--- config.mk ---
export PLATFORM = sky130hd
export DESIGN_NAME = dla_hld_ram_stream_reader
export DESIGN_NICKNAME = d
export VERILOG_FILES = /design/src/rtl/dla_hld_ram_stream_reader_pkg.sv /design/src/rtl/dla_hld_ram_stream_reader_fifo.sv /design/src/rtl/dla_hld_ram_stream_reader.sv
export SDC_FILE = /design/constraint.sdc
export NUM_CORES = 1
export LEC_CHECK = 0
export CAP_MARGIN = 20
export CORE_MARGIN = 4
export CORE_UTILIZATION = 35
export DETAILED_ROUTE_END_ITERATION = 16
export DONT_BUFFER_PORTS = 1
export PLACE_DENSITY_LB_ADDON = 0.05
export SYNTH_ARGS = -nofsm -noshare
export SYNTH_HDL_FRONTEND = slang
export SYNTH_SLANG_ARGS = --single-unit
--- constraint.sdc ---
create_clock -name clock -period 4.3 [get_ports clock]
set_input_delay 0.86 -clock clock [delete_from_list [all_inputs] [get_ports clock]]
set_output_delay 0.86 -clock clock [all_outputs]
set_load 0.05 [all_outputs]
--- src/rtl/dla_hld_ram_stream_reader_pkg.sv ---
// Shared types and helpers for the RAM stream reader: FSM state encoding,
// address-width helper and the stall counter width.
package dla_hld_ram_stream_reader_pkg;

  typedef enum logic [1:0] {
    IDLE  = 2'd0,
    ISSUE = 2'd1,
    DRAIN = 2'd2
  } state_e;

  localparam int STALL_W = 32;

  function automatic int addr_w(input int depth);
    return (depth > 1) ? $clog2(depth) : 1;
  endfunction

endpackage

--- src/rtl/dla_hld_ram_stream_reader_fifo.sv ---
// Prefetch FIFO with registered storage/pointers; the head entry is read
// straight from the storage registers so it holds steady until popped.
module dla_hld_ram_stream_reader_fifo
  import dla_hld_ram_stream_reader_pkg::*;
#(
  parameter int DEPTH = 4,
  parameter int WIDTH = 33,
  parameter int CNT_W = $clog2(DEPTH + 1)
) (
  input  logic             clock,
  input  logic             resetn,
  input  logic             push,
  input  logic [WIDTH-1:0] wdata,
  input  logic             pop,
  output logic [WIDTH-1:0] rdata,
  output logic             empty,
  output logic [CNT_W-1:0] count
);
  localparam int PW = addr_w(DEPTH);

  logic [WIDTH-1:0] mem_q [DEPTH];
  logic [WIDTH-1:0] mem_d [DEPTH];
  logic [PW-1:0]    wr_q, wr_d, rd_q, rd_d;
  logic [CNT_W-1:0] cnt_q, cnt_d;

  function automatic logic [PW-1:0] ptr_inc(input logic [PW-1:0] p);
    return (p == PW'(DEPTH - 1)) ? '0 : p + 1'b1;
  endfunction

  always_comb begin
    mem_d = mem_q;
    wr_d  = wr_q;
    rd_d  = rd_q;
    cnt_d = cnt_q;
    if (push) begin
      mem_d[wr_q] = wdata;
      wr_d        = ptr_inc(wr_q);
    end
    if (pop) begin
      rd_d = ptr_inc(rd_q);
    end
    case ({push, pop})
      2'b10:   cnt_d = cnt_q + 1'b1;
      2'b01:   cnt_d = cnt_q - 1'b1;
      default: cnt_d = cnt_q;
    endcase
  end

  always_ff @(posedge clock or negedge resetn) begin
    if (!resetn) begin
      for (int i = 0; i < DEPTH; i++) mem_q[i] <= '0;
      wr_q  <= '0;
      rd_q  <= '0;
      cnt_q <= '0;
    end else begin
      mem_q <= mem_d;
      wr_q  <= wr_d;
      rd_q  <= rd_d;
      cnt_q <= cnt_d;
    end
  end

  assign rdata = mem_q[rd_q];
  assign empty = (cnt_q == '0);
  assign count = cnt_q;

  always_ff @(posedge clock) begin
    if (resetn) begin
      assert (!(push && !pop && (cnt_q == CNT_W'(DEPTH))));
      assert (!(pop && (cnt_q == '0)));
    end
  end

endmodule

--- src/rtl/dla_hld_ram_stream_reader.sv ---
// Credit-limited read client for a fixed-latency RAM port, returning data as a
// valid/ready stream. Optional stall counter: DLA_HLD_RAM_STREAM_READER_STALL_COUNT_EN.
module dla_hld_ram_stream_reader
  import dla_hld_ram_stream_reader_pkg::*;
#(
  parameter int DEPTH        = 1024,
  parameter int WIDTH        = 32,
  parameter int READ_LATENCY = 2,
  parameter int FIFO_DEPTH   = 4,
  parameter int ADDR         = addr_w(DEPTH)
) (
  input  logic               clock,
  input  logic               resetn,
  input  logic               cmd_valid,
  output logic               cmd_ready,
  input  logic [ADDR-1:0]    cmd_address,
  input  logic [ADDR:0]      cmd_length,
  output logic [ADDR-1:0]    ram_address,
  output logic               ram_read_enable,
  input  logic [WIDTH-1:0]   ram_readdata,
  output logic               o_valid,
  input  logic               o_ready,
  output logic [WIDTH-1:0]   o_data,
  output logic               o_last,
  output logic               busy,
  output logic [STALL_W-1:0] stall_count
);
  localparam int CW    = $clog2(FIFO_DEPTH + READ_LATENCY + 2);
  localparam int OCC_W = $clog2(FIFO_DEPTH + 1);

  if ((FIFO_DEPTH < READ_LATENCY + 1) || (READ_LATENCY < 1) || (READ_LATENCY > 4)) begin : g_cfg_check
    $error("dla_hld_ram_stream_reader: need 1<=READ_LATENCY<=4 and FIFO_DEPTH>=READ_LATENCY+1");
  end

  state_e                  state_q, state_d;
  logic [ADDR-1:0]         addr_q, addr_d;
  logic [ADDR:0]           rem_q, rem_d;
  logic [READ_LATENCY-1:0] sr_vld_q, sr_vld_d, sr_last_q, sr_last_d;
  logic                    init_q, init_d;
  logic [CW-1:0]           inflight;
  logic [OCC_W-1:0]        occ;
  logic                    fifo_empty, credit_ok, issue, cmd_accept, push, pop;
  logic [WIDTH:0]          head;

  // Every word already issued but not yet popped holds a FIFO slot in reserve.
  always_comb begin
    inflight = '0;
    for (int i = 0; i < READ_LATENCY; i++) inflight = inflight + CW'(sr_vld_q[i]);
  end

  assign credit_ok  = (inflight + CW'(occ) + CW'(1)) <= CW'(FIFO_DEPTH);
  assign issue      = (state_q == ISSUE) && (rem_q != '0) && credit_ok;
  assign cmd_ready  = init_q && (state_q == IDLE);
  assign cmd_accept = cmd_valid && cmd_ready;

  always_comb begin
    state_d = state_q;
    addr_d  = addr_q;
    rem_d   = rem_q;
    init_d  = 1'b1;
    case (state_q)
      IDLE: begin
        if (cmd_accept) begin
          addr_d = cmd_address;
          rem_d  = cmd_length;
          if (cmd_length != '0) state_d = ISSUE;
        end
      end
      ISSUE: begin
        if (issue) begin
          addr_d = (addr_q == ADDR'(DEPTH - 1)) ? '0 : addr_q + 1'b1;
          rem_d  = rem_q - 1'b1;
          if (rem_q == (ADDR + 1)'(1)) state_d = DRAIN;
        end
      end
      DRAIN: begin
        if ((inflight == '0) && fifo_empty) state_d = IDLE;
      end
      default: state_d = IDLE;
    endcase
  end

  // Latency shadow: the strobe and last tag line up with ram_readdata at the tail.
  always_comb begin
    sr_vld_d     = '0;
    sr_last_d    = '0;
    sr_vld_d[0]  = issue;
    sr_last_d[0] = issue && (rem_q == (ADDR + 1)'(1));
    for (int i = 1; i < READ_LATENCY; i++) begin
      sr_vld_d[i]  = sr_vld_q[i-1];
      sr_last_d[i] = sr_last_q[i-1];
    end
  end

  always_ff @(posedge clock or negedge resetn) begin
    if (!resetn) begin
      state_q   <= IDLE;
      addr_q    <= '0;
      rem_q     <= '0;
      sr_vld_q  <= '0;
      sr_last_q <= '0;
      init_q    <= 1'b0;
    end else begin
      state_q   <= state_d;
      addr_q    <= addr_d;
      rem_q     <= rem_d;
      sr_vld_q  <= sr_vld_d;
      sr_last_q <= sr_last_d;
      init_q    <= init_d;
    end
  end

  assign push = sr_vld_q[READ_LATENCY-1];
  assign pop  = o_valid && o_ready;

  dla_hld_ram_stream_reader_fifo #(
    .DEPTH (FIFO_DEPTH),
    .WIDTH (WIDTH + 1),
    .CNT_W (OCC_W)
  ) u_fifo (
    .clock  (clock),
    .resetn (resetn),
    .push   (push),
    .wdata  ({sr_last_q[READ_LATENCY-1], ram_readdata}),
    .pop    (pop),
    .rdata  (head),
    .empty  (fifo_empty),
    .count  (occ)
  );

  assign ram_address     = addr_q;
  assign ram_read_enable = issue;
  assign o_valid         = !fifo_empty;
  assign o_data          = head[WIDTH-1:0];
  assign o_last          = head[WIDTH];
  assign busy            = (state_q != IDLE);

`ifdef DLA_HLD_RAM_STREAM_READER_STALL_COUNT_EN
  logic [STALL_W-1:0] stall_q, stall_d;

  always_comb begin
    stall_d = stall_q;
    if (cmd_accept) stall_d = '0;
    else if (o_valid && !o_ready && (stall_q != '1)) stall_d = stall_q + 1'b1;
  end

  always_ff @(posedge clock or negedge resetn) begin
    if (!resetn) stall_q <= '0;
    else         stall_q <= stall_d;
  end

  assign stall_count = stall_q;
`else
  assign stall_count = '0;
`endif

endmodule

# Word-level counts from Yosys, hierarchy flattened
# Cells that the tools add are included.
[word_totals]
ff_bits = 167
[classes]
n_lt_le_gt_ge = 4
n_reduce_logical = 19
muxes = 22
bitwise_logic = 2
n_eq_ne = 13
add_sub_neg = 9
[op_table]
columns = ["operator", "n"]
rows = [
  ["$bwmux 132", 1],
  ["$mux 33", 3],
  ["$bmux 33 s2", 1],
  ["$demux 33 s2", 1],
  ["$mux 10", 3],
  ["$mux 11", 2],
  ["$pmux 11 s2", 1],
  ["$reduce_bool 11->1", 2],
  ["$pmux 10 s2", 1],
  ["$mux 2", 7],
  ["$eq 11x1->1 const B", 1],
  ["$sub 11x1->11 const B", 1],
  ["$add 10x1->10 const B", 1],
  ["$eq 10x10->1 const B", 1],
  ["$eq 2x2->1 const B", 4],
  ["$logic_and 1x1->1", 8],
  ["$add 3x1->3 const B", 2],
  ["$ge 3x3->1 const B", 2],
  ["$logic_not 3->1", 2],
  ["$ne 2x2->1 const B", 3],
  ["$not 2->3", 2],
  ["$pmux 2 s3", 1],
  ["$pmux 3 s2", 1],
  ["$reduce_bool 2->1", 3],
  ["12 further kinds", 15],
]

# Depth between registers and ports, before layout
# Gate-level depths: netlist of run 1.
[logic_depth]
depth_word = 7
mapped_depth = 11

# Cells and area by module
# A second synthesis of run 1 with hierarchy kept.
[unflattened]
cells_unflattened = 588
area_unflattened_um2 = 8180.3
[by_module_without_submodules]
columns = ["module", "instances", "area_each_um2", "cells_per_inst"]
rows = [
  ["dla_hld_ram_stream_reader_fifo", 1, 6194.7, 355],
  ["dla_hld_ram_stream_reader", 1, 1985.7, 233],
]

# Worst setup path after synthesis of run 1
# No wires, ideal clock.
[synth_timing]
path_type = "register -> output"
start = "register sr_vld_q[1]"
end = "output ram_read_enable"
path_stages_with_launch = 10
arrival_time_ns = 2.407
n_path_buf = 1
required_ns = 3.440
path_slack_ns = 1.033
path_cell_list = "dfrtp_1 -> clkbuf_1 -> inv_1 -> ha_1 -> inv_1 -> ha_1 -> nor2b_1 -> o31ai_2 -> o21ai_2 -> nor2_1"
[synth_via]
elab_chain_cells = 5
[synth_lines]
columns = ["element", "line", "rtl"]
rows = [
  ["start: declaration", "dla_hld_ram_stream_reader.sv:38", "logic [READ_LATENCY-1:0] sr_vld_q, sr_vld_d, sr_last_q, sr_last_d;"],
  ["start signal: assignment", "dla_hld_ram_stream_reader.sv:107", "sr_vld_q <= sr_vld_d;"],
  ["$add 1x1->2", "dla_hld_ram_stream_reader.sv:48", "for (int i = 0; i < READ_LATENCY; i++) inflight = inflight + CW'(sr_vld_q[i]);"],
  ["$add 2x3->3", "dla_hld_ram_stream_reader.sv:51", "assign credit_ok = (inflight + CW'(occ) + CW'(1)) <= CW'(FIFO_DEPTH);"],
  ["$add 3x1->3", "dla_hld_ram_stream_reader.sv:51", ""],
  ["$le 3x3->1", "dla_hld_ram_stream_reader.sv:51", ""],
  ["$logic_and 1x1->1", "dla_hld_ram_stream_reader.sv:52", "assign issue = (state_q == ISSUE) && (rem_q != '0) && credit_ok;"],
  ["end: declaration", "dla_hld_ram_stream_reader.sv:19", "output logic ram_read_enable,"],
]
# No other way between the ends.

# Worst setup path in the final report of run 1
# Ends and elaborated chain as after synthesis.

==> flow_metrics.env, run 1 <==
export IMPL_finalHoldViolations=0
export IMPL_syn_area_per_cell_um2=13.6
export IMPL_root_buffer="clkbuf_16"
export IMPL_post_cts_buffers=0
export IMPL_setup_viol=0
export IMPL_chipHeight_um=160
export IMPL_startpoint_type="flip-flop"
export IMPL_grt_max_degree=168
export IMPL_cts_buffers=17
export IMPL_drt_wirelength_per_cell_um=20.7
export IMPL_drcViolationCount=0
export IMPL_antenna_cells=0
export IMPL_htreeDepth=4
export IMPL_rsz0062_at_grt="no"
export IMPL_coreArea_um2=22600
export IMPL_synth_seq_cells=167
export IMPL_cp_arrival_ns=2.65
export IMPL_async_reset_ff_share_pct=100
export IMPL_ctsResizeCount=0
export IMPL_fp_row_count=55
export IMPL_grt_pass1_vias=5126
export IMPL_vias_per_cell=5.33
export IMPL_synth_ff_type="dfrtp_1"
export IMPL_die_w_um=160
export IMPL_final_max_slew_viol_count=0
export IMPL_final_net_count=662
export IMPL_maxCapViolCount=0
export IMPL_cp_cell_sequence="inv_1 > ha_1 > inv_1 > ha_1 > nor2b_1 > o31ai_2 > o21ai_2 > nor2_1 > buf_4"
export IMPL_clockBufferDepth=2
export IMPL_required_ns=3.44
export IMPL_worst_setup_path_end_kind="primary output"
export IMPL_max_freq_mhz=285
export IMPL_seq_area_frac_synth_pct=51.7
export IMPL_io_pins=136
export IMPL_vias=4722
export IMPL_skew_ns=0.0171
export IMPL_track_usage_pct=14.8
export IMPL_drt_pass1_iter_count=6
export IMPL_place_area_um2=8320
export IMPL_timing_setup_tns_ns=0
export IMPL_drt_wl_total_mm=18.3
export IMPL_start_util_pct=35.7
export IMPL_ys_types=59
export IMPL_netlist_area_um2=8080
export IMPL_ys_warn_count=0
export IMPL_path_class="flip-flop to primary output"
export IMPL_final_layout_size_suffix_gt1_share_pct=38.1
export IMPL_pre_cts_slack_ns=1.18
export IMPL_worstPathMaxFanout=10
export IMPL_area_delta_synth_final_pct=11.0
export IMPL_dieArea_um2=25600
export IMPL_insertion_delay_ns=0.42
export IMPL_synth_edf_count=0
export IMPL_status="completed"
export IMPL_maxSlewHeadroom_pct=32.3
export IMPL_drtIter0Drc=244
export IMPL_holdWs_ns=0.135
export IMPL_portBuffers=0
export IMPL_gr_total_overflow=0
export IMPL_period_needed_ns=3.51
export IMPL_cts_tree="yes"
export IMPL_ctsHoldBuffers=0
export IMPL_critical_path_max_stage_delay_ns=0.52
export IMPL_reg2regPathDepth=9
export IMPL_fin_ws_ns=0.792
export IMPL_fin_crit_sh_pct=81.6
export IMPL_clock_sinks=167
export IMPL_clkTransAtPathRegs_ns=0.07
export IMPL_gp_congestion=0.788
export IMPL_hp_class="input port to asynchronous set/reset pin"
export IMPL_grt_pass1_wl_mm=29.8
export IMPL_tightest_slew_ns=1.02
export IMPL_dp_hpwl_mm=11.7
export IMPL_antenna_found_initial=0
export IMPL_design_area_um2=8960
export IMPL_critPathSlowestCell="dfrtp_1"
export IMPL_ant_nets=0
export IMPL_synthCells=592
==> worst max-delay path: cells and delay by family (launching register included) <==
kind	cells	cell delay, ns
buf+inv	3	0.42
compound gates	2	0.63
simple gates	2	0.24
flops	1	0.52
fa+ha+maj	2	0.42
==> kinds of logic (layout without fill, tap and decap cells) <==
| logic type | count (synthesis) | in the layout | share of synthesized area (%) |
|---|---|---|---|
| muxes | 170 | 170 | 28.3 |
| and+or+nand+nor | 90 | 90 | 5.81 |
| AOI/OAI and AO/OA | 69 | 69 | 6.15 |
| adders and majority gates | 15 | 15 | 2.42 |
| other | 2 | 33 | 0.0930 |
| DFF | 167 | 167 | 51.7 |
| xor gates and xnor gates | 3 | 3 | 0.325 |
| buffers and inverters | 76 | 54 | 5.19 |
==> final timing paths <==
check | to | start | slack [ns]
setup / recovery | ram_read_enable | sr_vld_q[1]$_DFF_PN0_ | 0.79
hold / removal | u_fifo.mem_q[11]$_DFFE_PN0P_ | resetn | 0.14
setup reg to reg | ram_address[1]$_DFFE_PN0P_ | sr_vld_q[1]$_DFF_PN0_ | 1.65
hold reg to reg | sr_last_q[1]$_DFF_PN0_ | sr_last_q[0]$_DFF_PN0_ | 0.36
max in group asynchronous | rem_q[3]$_DFFE_PN0P_ | resetn | 4.00
min in group clock | sr_last_q[1]$_DFF_PN0_ | sr_last_q[0]$_DFF_PN0_ | 0.36
==> placed cells by master (no fill, tap or decap), drive strengths merged, types with 8 or more instances in the layout <==
| cell type | instances |
|---|---|
| conb | 33 |
| ha | 14 |
| a21oi | 14 |
| o21ai | 19 |
| nor3 | 12 |
| nor2 | 19 |
| nand2 | 24 |
| clkbuf | 19 |
| dfrtp | 167 |
| nand3 | 9 |
| buf | 8 |
| inv | 21 |
| mux4 | 33 |
| mux2 | 136 |
==> flip-flops by register name (all words and copies together), names as in the netlist <==
name          flops
state_q           2
u_fifo.wr_q       2
sr_last_q         2
rem_q            11
u_fifo.rd_q       2
u_fifo.count      3
ram_address      10
sr_vld_q          2
init_q            1
u_fifo.mem_q    132
==> area by class of cell <==
cell class | instances | area [um^2]
multi-input combinational | 380 | 3610
tap | 285 | 357
clock inverter | 11 | 188
timing repair buffer | 8 | 118
clock buffer | 19 | 453
fill | 2140 | 13700
inverter | 16 | 60.1
sequential | 167 | 4180
==> through the flow <==
stage	utilization, %	std cells
floorplan	-	623
global placement	36.5	853
detailed placement	36.8	856
CTS	39.6	886
global route	39.6	886
finish	39.6	886
==> cell usage after synthesis, types with 3 or more instances <==
cell      count  share of area, %
a31oi_1       4              0.31
o211ai_1      6              0.56
nand3_1       9              0.56
nor2_1       19              0.88
nand2_1      24               1.1
buf_4        32               3.0
dfrtp_1     167                52
buf_2         5              0.31
clkbuf_1      8              0.37
a21oi_1      13              0.81
inv_1        16              0.74
mux2_2      136                19
o311ai_0      3              0.33
a22oi_1       3              0.28
mux4_2       33               9.2
buf_1        14              0.65
nor3_1       12              0.74
and3_1        3              0.23
nor4_1        5              0.39
ha_1         14               2.2
o21ai_0      16              0.99
==> layer usage <==
metal | vias to the layer above | global-route usage (%) | part of all wire, %
met5 | - | 0 | 0
li1 | 2110 | - | -
met1 | 2495 | 18.6 | 44
met3 | 10 | 4.13 | 4.6
met2 | 107 | 25.5 | 51
met4 | 0 | 3.72 | 0.87
Power of run 1 is not shown: default switching activity piles up to over one toggle a cycle in this logic, so the estimate is an artifact.
==> run 2, diff against run 1 <==
clock period = 3.5 ns   (was 4.3 ns; I/O delays follow)
==> flow_metrics.env, run 2 (synthesis gave the netlist of run 1 again) <==
export IMPL_utilization_pct=39.4
export IMPL_reg2regPathDepth=9
export IMPL_regMostFlops="u_fifo.mem_q"
export IMPL_startpoint="sr_vld_q[1]$_DFF_PN0_"
export IMPL_maxCapViolCount=0
export IMPL_grt_pass1_wl_mm=29.7
export IMPL_crit_buf_inv=3
export IMPL_drt_wirelength_per_cell_um=20.5
export IMPL_largest_reg_flops=132
export IMPL_track_usage_pct=14.7
export IMPL_status="complete, but fails checks"
export IMPL_cpLargestDelayFamily="compound AO/OA/AOI/OAI gates"
export IMPL_area_delta_synth_final_pct=10.6
export IMPL_coreArea_um2=22600
export IMPL_clockBufferDepth=2
export IMPL_final_layout_size_suffix_gt1_share_pct=38.4
export IMPL_grt_max_degree=168
export IMPL_ant_nets=0
export IMPL_path_depth=9
export IMPL_max_freq_mhz=301
export IMPL_failed_checks="negative hold slack"
export IMPL_maxSlewHeadroom_pct=27.8
export IMPL_place_area_um2=8310
export IMPL_clock_sinks=167
export IMPL_critical_path_max_stage_delay_ns=0.54
export IMPL_gr_total_overflow=0
export IMPL_clkTransAtPathRegs_ns=0.07
export IMPL_io_pins=136
export IMPL_gp_congestion=0.748
export IMPL_design_area_um2=8930
export IMPL_chipHeight_um=160
export IMPL_final_max_slew_viol_count=0
export IMPL_startpoint_type="flip-flop"
export IMPL_path_class="flip-flop to primary output"
export IMPL_hp_class="input port to asynchronous set/reset pin"
export IMPL_layout_common_cells="dfrtp_1, mux2_2, mux4_2, conb_1, nand2_1"
export IMPL_vias_per_cell=5.24
export IMPL_finalHoldViolations=91
export IMPL_fin_ws_ns=0.174
export IMPL_layout_commonest_cell="dfrtp_1"
export IMPL_drt_wl_total_mm=18.3
export IMPL_dieArea_um2=25600
export IMPL_drcViolationCount=0
export IMPL_cp_arrival_ns=2.63
export IMPL_root_buffer="clkbuf_16"
export IMPL_worst_setup_path_end_kind="primary output"
export IMPL_pre_cts_slack_ns=0.579
export IMPL_start_util_pct=35.7
export IMPL_vias=4673
export IMPL_fp_row_count=55
export IMPL_tightest_slew_ns=1.08
export IMPL_antenna_found_initial=0
export IMPL_rsz0062_at_grt="no"
export IMPL_cts_tree="yes"
export IMPL_drtIter0Drc=237
export IMPL_cp_cell_sequence="inv_1 > ha_1 > inv_1 > ha_1 > nor2b_1 > o31ai_2 > o21ai_4 > nor2_1 > buf_4"
export IMPL_setup_viol=0
export IMPL_fin_crit_sh_pct=95.0
export IMPL_final_net_count=665
export IMPL_holdWs_ns=-0.0193
export IMPL_worstPathMaxFanout=10
export IMPL_antenna_cells=0
export IMPL_timing_setup_tns_ns=0
export IMPL_required_ns=2.80
export IMPL_drt_pass1_iter_count=4
export IMPL_timing_rr_start="sr_vld_q[1]$_DFF_PN0_"
export IMPL_period_needed_ns=3.33
export IMPL_die_w_um=160
export IMPL_portBuffers=0
export IMPL_grt_pass1_vias=5117
export IMPL_cts_buffers=17
export IMPL_dp_hpwl_mm=11.9
export IMPL_htreeDepth=4
export IMPL_skew_ns=0.0135
export IMPL_insertion_delay_ns=0.42
export IMPL_critPathSlowestCell="dfrtp_1"
## run 2: cell types whose count changed in the layout (fill, tap and decap cells not counted)
cell	change
clkinv_2	+2
inv_8	-2
buf_4	+5
o21ai_2	-1
clkbuf_8	-1
buf_12	-1
bufinv_16	-1
clkbuf_1	+1
clkinvlp_4	+2
o21ai_4	+1
inv_6	+1
buf_16	-1
## run 2: final timing paths
path,end,slack (ns)
setup / recovery,ram_read_enable,0.17
hold / removal,u_fifo.mem_q[110]$_DFFE_PN0P_,-0.02
setup reg to reg,ram_address[1]$_DFFE_PN0P_,0.77
hold reg to reg,sr_last_q[1]$_DFF_PN0_,0.35
max in group asynchronous,u_fifo.mem_q[17]$_DFFE_PN0P_,3.33
min in group clock,sr_last_q[1]$_DFF_PN0_,0.35
## run 2: layout make-up
type,count,area (um^2)
Clock inverter,13,169
Tap cell,285,357
Clock buffer,19,443
Fill cell,2161,13700
Inverter,16,60.1
Multi-Input combinational cell,380,3610
Timing Repair Buffer,11,108
Sequential cell,167,4180
## run 2: metal layers
layer / up-vias / GRT usage, % / part of all wire [%]
met5: - / 0 / 0
met4: 0 / 3.60 / 0.69
met3: 9 / 4.10 / 5.0
met2: 103 / 24.1 / 50
met1: 2443 / 19.4 / 45
li1: 2118 / - / -
## run 2: worst reg2reg max path, cell delays in order (launching register included)
cell	delay [ns]
dfrtp_1	0.54
inv_1	0.13
ha_1	0.28
inv_1	0.05
ha_1	0.13
nor2b_1	0.06
o31ai_2	0.44
o21ai_4	0.14
a21oi_2	0.46
mux2_2	0.40
## run 2: repair_timing
item / in CTS / in global routing
buffers inserted: 0 / 0
setup endpoints to repair: 0 / 1
gates resized for setup: 0 / 1
hold endpoints to repair: 167 / 167
## run 2: through the flow
step | hold WS, ns | cells
6_report | -0.0193 | 891
5_1_grt | -0.0629 | 891
4_1_cts | -0.0501 | 891
3_5_place_dp | 0.336 | 859
3_3_place_gp | 0.343 | 859
2_1_floorplan | 0.331 | 623
Power of run 2 is left out for the same reason.
==> run 3, diff against run 2 <==
TNS_END_PERCENT = 1   (was default)
==> results of run 3 <==
No change in the layout: final DEF, timing and power equal those of run 2.
Power of run 3 is left out for the same reason.
